**src/rtl/scan_controller.sv**
```systemverilog
// Multiplexed 7-segment scan controller: prescaled digit slots, skip-scan over
// disabled digits, PWM brightness and anti-ghost dead time at each slot start.
// Anode enables are active-low. The select index feeds the upstream segment mux.
module scan_controller #(
    parameter int unsigned NUM_DIGITS = 8,
    parameter int unsigned SEL_W      = 3,
    parameter int unsigned CLK_HZ     = 100_000_000,
    parameter int unsigned REFRESH_HZ = 480,
    parameter int unsigned BRIGHT_W   = 4,
    parameter int unsigned DEAD_CYC   = 4
) (
    input  logic                  clk,
    input  logic                  reset_n,
    input  logic                  en,
    input  logic [NUM_DIGITS-1:0] digit_en,
    input  logic [BRIGHT_W-1:0]   brightness,
    output logic [NUM_DIGITS-1:0] anode,
    output logic [SEL_W-1:0]      sel,
    output logic                  digit_tick
);

    localparam int unsigned DIV   = CLK_HZ / REFRESH_HZ;
    localparam int unsigned CNT_W = (DIV > 1) ? $clog2(DIV) : 1;
    localparam logic [CNT_W-1:0] CNT_MAX = CNT_W'(DIV - 1);

    logic [CNT_W-1:0]      cnt_q, cnt_d;
    logic [SEL_W-1:0]      sel_q, sel_d, next_sel;
    logic [BRIGHT_W-1:0]   pwm_q, pwm_d;
    logic                  tick_q;
    logic [NUM_DIGITS-1:0] anode_q, anode_d;
    logic                  adv;
    logic                  dead;
    logic                  pwm_on;
    logic                  lit;

    // Slot prescaler and PWM counter; both freeze while the scan is disabled
    always_comb begin
        adv   = en && (cnt_q == CNT_MAX);
        cnt_d = cnt_q;
        pwm_d = pwm_q;
        if (en) begin
            cnt_d = adv ? '0 : cnt_q + CNT_W'(1);
            pwm_d = adv ? '0 : pwm_q + BRIGHT_W'(1);
        end
    end

    // Next enabled digit above sel with wrap; the smallest offset wins, and
    // offset NUM_DIGITS lands back on sel itself when it is the only one enabled
    always_comb begin
        int cand;
        cand     = 0;
        next_sel = sel_q;
        for (int k = int'(NUM_DIGITS); k > 0; k--) begin
            cand = int'(sel_q) + k;
            if (cand >= int'(NUM_DIGITS)) begin
                cand = cand - int'(NUM_DIGITS);
            end
            if (digit_en[SEL_W'(cand)]) begin
                next_sel = SEL_W'(cand);
            end
        end
    end

    assign sel_d = adv ? next_sel : sel_q;

    // Dead window is measured on the upcoming slot count so it lines up with sel
    if (DEAD_CYC == 0) begin : g_no_dead
        assign dead = 1'b0;
    end else begin : g_dead
        assign dead = (32'(cnt_d) < DEAD_CYC);
    end

    assign pwm_on = (pwm_d <= brightness);
    assign lit    = en && digit_en[sel_d] && !dead && pwm_on;

    // Anode pattern for the next cycle: at most the selected digit is driven low
    always_comb begin
        anode_d = '1;
        for (int i = 0; i < int'(NUM_DIGITS); i++) begin
            anode_d[i] = !(lit && (sel_d == SEL_W'(i)));
        end
    end

    // State and output registers
    always_ff @(posedge clk or negedge reset_n) begin
        if (!reset_n) begin
            cnt_q   <= '0;
            sel_q   <= '0;
            pwm_q   <= '0;
            tick_q  <= 1'b0;
            anode_q <= '1;
        end else begin
            cnt_q   <= cnt_d;
            sel_q   <= sel_d;
            pwm_q   <= pwm_d;
            tick_q  <= adv;
            anode_q <= anode_d;
        end
    end

    assign anode      = anode_q;
    assign sel        = sel_q;
    assign digit_tick = tick_q;

endmodule

```
**config.mk**
```make
export PLATFORM = sky130hd
export DESIGN_NAME = scan_controller
export DESIGN_NICKNAME = d
export VERILOG_FILES = /design/src/rtl/scan_controller.sv
export SDC_FILE = /design/constraint.sdc
export NUM_CORES = 1
export LEC_CHECK = 0
export ABC_AREA = 1
export ABC_CLOCK_PERIOD_IN_PS = 3420
export BUFFER_PORTS_ARGS = -buffer_cell sky130_fd_sc_hd__buf_2
export CAP_MARGIN = 20
export CORE_UTILIZATION = 50
export DETAILED_ROUTE_END_ITERATION = 8
export MAX_ROUTING_LAYER = met4
export PLACE_DENSITY_LB_ADDON = 0.3
export RECOVER_POWER = 50
export SETUP_SLACK_MARGIN = 0.02
export SLEW_MARGIN = 20
export SYNTH_ARGS = -nofsm -noshare
export SYNTH_HDL_FRONTEND = slang
export SYNTH_SLANG_ARGS = --single-unit
```
**constraint.sdc**
```tcl
create_clock -name clk -period 3.42 [get_ports clk]
set_input_delay 0.342 -clock clk [delete_from_list [all_inputs] [get_ports clk]]
set_output_delay 0.342 -clock clk [all_outputs]
set_load 0.05 [all_outputs]
```
# Yosys cells after proc, flatten, opt, wreduce, memory -nomap -nowiden
# Index checks and enable logic that the tools add are counted.
[totals]
ff_bits = 34
inputBits = 15
output_inout_bits = 12
wordCells = 119
[classes]
add_sub_neg = 18
magnitude_cmp = 19
eq_ne = 8
mux = 47
n_reduce_logical = 22
[op_table]
columns = ["cell", "n"]
rows = [
  ["two-way mux 3 bit", 17],
  ["< comparator 3 x 5 -> 1 bit (second input constant)", 8],
  ["two-way mux 18 bit", 2],
  [">= comparator 4 bit (second input constant)", 7],
  ["binary-select mux 1 bit (select 3 bit)", 9],
  ["subtractor 3 x 1 -> 3 bit (second input constant)", 8],
  ["adder 18 x 1 -> 18 bit (second input constant)", 1],
  ["equality test 18 bit (second input constant)", 1],
  ["< comparator 18 x 3 -> 1 bit (second input constant)", 1],
  ["two-way mux 1 bit", 17],
  ["adder 3 x 3 -> 4 bit (second input constant)", 4],
  ["equality test 3 bit (second input constant)", 4],
  ["logical AND 1 bit", 12],
  ["logical NOT 1 bit", 9],
  ["adder 3 x 2 -> 4 bit (second input constant)", 2],
  ["two-way mux 4 bit", 2],
  ["equality test 3 x 2 -> 1 bit (second input constant)", 2],
  ["adder 3 x 4 -> 5 bit (second input constant)", 1],
  [">= comparator 5 x 4 -> 1 bit (second input constant)", 1],
  ["adder 3 x 1 -> 4 bit (second input constant)", 1],
  ["adder 4 x 1 -> 4 bit (second input constant)", 1],
  ["<= comparator 4 bit", 1],
  ["< comparator 3 x 4 -> 1 bit (second input constant)", 1],
  ["equality test 3 x 1 -> 1 bit (second input constant)", 1],
  ["logical NOT 3 bit", 1],
]

# Depth between registers and ports, before layout
[logic_depth]
depth_word = 22
mapped_depth = 23
mapped_depth_nobuf = 21

# Least setup slack after synthesis
# OpenSTA, ideal clock, no wires.
[synth_path]
path_kind = "register to register"
startpoint = "reg sel_q[1], in the netlist sel[1]"
endpoint = "reg anode_q[2], in the netlist anode[2]"
setup_ps = 94
t_arrival_ps = 2721
required_ps = 3326
slack_ps = 605
stages_incl_launch_ff = 21
n_path_buf = 2
period_less_slack_ps = 2815
cell_sequence = "dfrtp_1 > buf_4 > inv_4 > ha_1 > buf_2 > inv_2 > nand3_1 > nand3_1 > nand2_2 > inv_2 > o21a_1 > nand2_1 > nand2_1 > nand2_1 > nand2_2 > a21oi_4 > inv_2 > nand2_2 > nand2_2 > a21oi_4 > nand4_1"
[synth_via]
elab_chain_cells = 22
word_cells_on_any_way = 73
cone_classes = "add/sub (16); order compare (8); eq/ne (1); mux (43); reduce/logical (5)"
[synth_rtl]
columns = ["item", "line", "text"]
rows = [
  ["from (decl)", "27", "logic [SEL_W-1:0] sel_q, sel_d, next_sel;"],
  ["from (signal assigned)", "94", "sel_q <= sel_d;"],
  ["adder 3 x 4 -> 5 bit", "54", "cand = int'(sel_q) + k;"],
  [">= comparator 5 x 4 -> 1 bit or subtractor 3 x 1 -> 3 bit (tied branches)", "55, 56", ""],
  ["two-way mux 3 bit", "55", "if (cand >= int'(NUM_DIGITS)) begin"],
  ["binary-select mux 1 bit (select 3 bit)", "58", "if (digit_en[SEL_W'(cand)]) begin"],
  ["two-way mux 1 bit (not written as such) (2 in a row)", "58", ""],
  ["two-way mux 3 bit (8 in a row)", "58", ""],
  ["two-way mux 3 bit (*)", "64", "assign sel_d = adv ? next_sel : sel_q;"],
  ["via sel_d[1]", "27", ""],
  ["binary-select mux 1 bit (select 3 bit)", "74", "assign lit = en && digit_en[sel_d] && !dead && pwm_on;"],
  ["two-way mux 1 bit (not written as such)", "74", ""],
  ["logical AND 1 bit (3 in a row)", "74", ""],
  ["logical AND 1 bit (*)", "80", "anode_d[i] = !(lit && (sel_d == SEL_W'(i)));"],
  ["logical NOT 1 bit (*)", "80", ""],
  ["via anode_d[2]", "30", "logic [NUM_DIGITS-1:0] anode_q, anode_d;"],
  ["to (signal assigned)", "97", "anode_q <= anode_d;"],
  ["to (decl)", "30", ""],
]
# Mark *: on every way through the listed nets, which the timed path passes. The rest lies on a longest branch. The select of a mux whose other input is x is not followed.

# Final worst setup path
[layout_path]
startpoint = "reg cnt_q[0]"
endpoint = "reg anode_q[1], in the netlist anode[1]"
[layout_via]
word_cells_on_any_way = 19
cone_classes = "add/sub (1); order compare (2); eq/ne (2); mux (7); reduce/logical (7)"
[layout_lines]
columns = ["item", "line", "text"]
rows = [
  ["from (decl)", "26", "logic [CNT_W-1:0] cnt_q, cnt_d;"],
  ["from (signal assigned)", "93", "cnt_q <= cnt_d;"],
  ["equality test 18 bit", "38", "adv = en && (cnt_q == CNT_MAX);"],
  ["logical AND 1 bit", "38", ""],
  ["via adv", "31", "logic adv;"],
  ["two-way mux 4 bit", "43", "pwm_d = adv ? '0 : pwm_q + BRIGHT_W'(1);"],
  ["two-way mux 4 bit", "41", "if (en) begin"],
  ["via pwm_d[1]", "28", "logic [BRIGHT_W-1:0] pwm_q, pwm_d;"],
  ["<= comparator 4 bit", "73", "assign pwm_on = (pwm_d <= brightness);"],
  ["logical AND 1 bit", "74", ""],
  ["logical AND 1 bit", "80", ""],
  ["logical NOT 1 bit", "80", ""],
  ["via anode_d[1]", "30", ""],
]
# The timed path passes the listed nets, and every way through them passes these cells. The select of a mux whose other input is x is not followed.

==> results.sh <==
export IMPL_grt_use_total=0.233
export IMPL_seq_area_frac_synth=0.331
export IMPL_yosys_warnings=0
export IMPL_wl_mm=5.55
export IMPL_tns_ns=0
export IMPL_clkTransAtPathRegs_ns=0.06
export IMPL_slowest_delay_ns=0.41
export IMPL_boundaryPins=27
export IMPL_crit_fanout=8
export IMPL_cts_buffer_depth=2
export IMPL_grt_max_degree=35
export IMPL_regArea_um2=861
export IMPL_cts_sinks=34
export IMPL_cts_max_level=2
export IMPL_ys_top_cells_by_area="dfrtp_1 (25%), nand2_1 (12%), dfstp_2 (8.1%)"
export IMPL_finalNetCount=412
export IMPL_required_ns=3.61
export IMPL_drc=0
export IMPL_powerDensity_nw_per_um2=398
export IMPL_drv_cap=1
export IMPL_post_synth_top_count_cell="nand2_1"
export IMPL_cts_setup_buffers=0
export IMPL_critical_path_depth=18
export IMPL_core_area_um2=4850
export IMPL_synth_top_cell_by_area="dfrtp_1"
export IMPL_reg2reg_to="anode[1]$_DFF_PN1_"
export IMPL_gp_congestion=0.946
export IMPL_drive_above_1_share=0.221
export IMPL_finalHoldViolations=0
export IMPL_routedWlPerCell_um=12.2
export IMPL_cts_resized=0
export IMPL_worst_pin_slew_ns=1.71
export IMPL_hp_class="in -> reg"
export IMPL_viasPerCell=5.16
export IMPL_crit_end="anode[1]$_DFF_PN1_"
export IMPL_cts_inserted_buffers=5
export IMPL_syn_area_per_cell_um2=7.27
export IMPL_grt_antenna_before_repair=0
export IMPL_crit_chain="inv_1, ha_1, nand4_1, nor3b_1, nand2_1, inv_1, nor2_1, nand2_1, o21ai_0, ha_1, inv_1, nor2_1, o21ai_0, a32oi_1, nor2_1, o21ai_1, a21oi_4, nand3_1"
export IMPL_dominantRegCellSynth="dfrtp_1"
export IMPL_fmax_mhz=338
export IMPL_reg2regPathDepth=18
export IMPL_r2r_setup_slack_ns=0.46
export IMPL_syn_to_final_growth_pct=10.1
export IMPL_status="finished, violations left"
export IMPL_crit_start="cnt_q[0]$_DFFE_PN0P_"
export IMPL_vdd_drop_max_mv=0.324
export IMPL_grt_pass1_vias=2172
export IMPL_grt_pass1_wl_mm=9.53
export IMPL_ctsHoldBuffers=0
export IMPL_start_util=0.537
export IMPL_ant_nets=0
export IMPL_cts_tree="built"
export IMPL_portBuffers=26
export IMPL_fin_total_pwr_mw=1.14
export IMPL_nFillCells=468
export IMPL_clock_skew_ns=0.00414
export IMPL_drt_first_pass_iters=4
export IMPL_die_height_um=74.1
export IMPL_fin_crit_ns=2.96
export IMPL_setup_viol=0
export IMPL_dieArea_um2=5500
export IMPL_fin_crit_sh=0.866
export IMPL_worstSetupPathType="reg -> reg"
export IMPL_maxSlewViolCount=35
export IMPL_overflow=0
export IMPL_rsz0062_at_grt="false"
export IMPL_violations="max-capacitance violations, max-slew violations"
export IMPL_drtIter0Drc=150
export IMPL_p_leak_nw=1.47
export IMPL_die_w_um=74.1
export IMPL_syn_num_nets=382
export IMPL_synth_cell_types=40
export IMPL_max_slew_margin=-0.142
export IMPL_cp_data_arrival_time_ns=3.15
export IMPL_dp_hpwl_mm=4.32
export IMPL_crit_path_top_delay_cell="dfrtp_1"
export IMPL_startpoint_type="flip-flop"
export IMPL_multi_input_area_um2=1460
export IMPL_r2r_start="cnt_q[0]$_DFFE_PN0P_"
export IMPL_cp_top_family="simple AND/OR/NAND/NOR gates"
export IMPL_async_reset_ff_frac=1.00
export IMPL_netlist_instances=358
export IMPL_cp_buffers_inverters=3
export IMPL_synth_common_cells="nand2_1 (82), inv_1 (51), nand3_1 (40)"
export IMPL_antenna_cells=0
export IMPL_num_vias=2352
export IMPL_endpoint_kind="flip-flop"
export IMPL_netlist_area_leader_share=0.250
export IMPL_ys_ff_latch=34
export IMPL_synth_edf_count=0
export IMPL_clock_latency_ns=0.28
export IMPL_fp_row_count=25
export IMPL_clockRootBuffer="clkbuf_8"
export IMPL_syn_cell_area_um2=2600
==> layer usage <==
layer | global-route usage | vias to the layer above | wire length (um)
met3 | 0.0407 | 7 | 275
met5 | - | - | 0
li1 | - | 1206 | -
met1 | 0.307 | 1064 | 2680
met2 | 0.367 | 75 | 2540
met4 | 0.0705 | 0 | 58
==> worst min path at each step <==
stage | cells after the start | startpoint | endpoint | slack (ns)
after floorplan | 0 | reset_n | cnt_q[0]$_DFFE_PN0P_ | 0.05
after global placement | 1 | reset_n | sel[1]$_DFF_PN0_ | 0.44
after detailed placement | 1 | reset_n | sel[2]$_DFF_PN0_ | 0.45
after CTS | 1 | reset_n | cnt_q[13]$_DFF_PN0_ | 0.15
after global routing | 2 | en | cnt_q[1]$_DFFE_PN0P_ | 0.41
final | 2 | en | cnt_q[1]$_DFFE_PN0P_ | 0.39
==> flip-flops by register name, indices dropped and copies added, names as in the netlist <==
register	flops
anode	8
cnt_q	18
pwm_q	4
sel	3
digit_tick	1
==> power by group <==
| group | switching (mW) | internal, mW | total [mW] |
|---|---|---|---|
| Combinational | 0.208 | 0.128 | 0.336 |
| Clock | 0.132 | 0.144 | 0.276 |
| Sequential | 0.0586 | 0.467 | 0.526 |
==> per-stage QoR <==
step | hold WS, ns | cells | instance area (um^2) | utilization | worst slack (ns)
after floorplan | 0.0464 | 358 | 2600 | - | 0.605
after global placement | 0.437 | 448 | 2790 | 0.575 | 0.700
after detailed placement | 0.449 | 448 | 2790 | 0.575 | 0.532
after CTS | 0.154 | 456 | 2870 | 0.592 | 0.481
after global routing | 0.408 | 456 | 2860 | 0.590 | 0.199
final | 0.391 | 456 | 2860 | 0.590 | 0.457
==> kinds of logic (layout without fill, tap and decap cells) <==
kind of cell | after synthesis | after routing | share of synthesized area
and+or+nand+nor | 208 | 208 | 0.395
buffers and inverters | 66 | 97 | 0.107
DFF | 34 | 34 | 0.331
AOI/OAI and AO/OA | 31 | 31 | 0.0823
xor gates and xnor gates | 10 | 10 | 0.0409
adders and majority gates | 9 | 9 | 0.0433
==> final cells by class <==
class / instances / area share
Timing Repair Buffer: 28 / 0.0481
Clock buffer: 8 / 0.0280
Tap cell: 67 / 0.0293
Multi-Input combinational cell: 258 / 0.510
Sequential cell: 34 / 0.301
Inverter: 61 / 0.0835
==> cell usage in the layout (no fill, tap or decap), drive strengths merged <==
cell type / count
nand2: 101
inv: 61
nand3: 50
nor2: 29
dfrtp: 26
buf: 22
clkbuf: 14
o21ai: 12
a21oi: 11
nand4: 9
ha: 9
nor3: 9
dfstp: 8
xor2: 6
or2: 4
xnor2: 4
o21a: 3
nor3b: 2
nand3b: 2
nor4: 2
a31o: 1
o21bai: 1
o211ai: 1
a31oi: 1
a32oi: 1
Note: power is estimated with default switching activity, not from simulation.
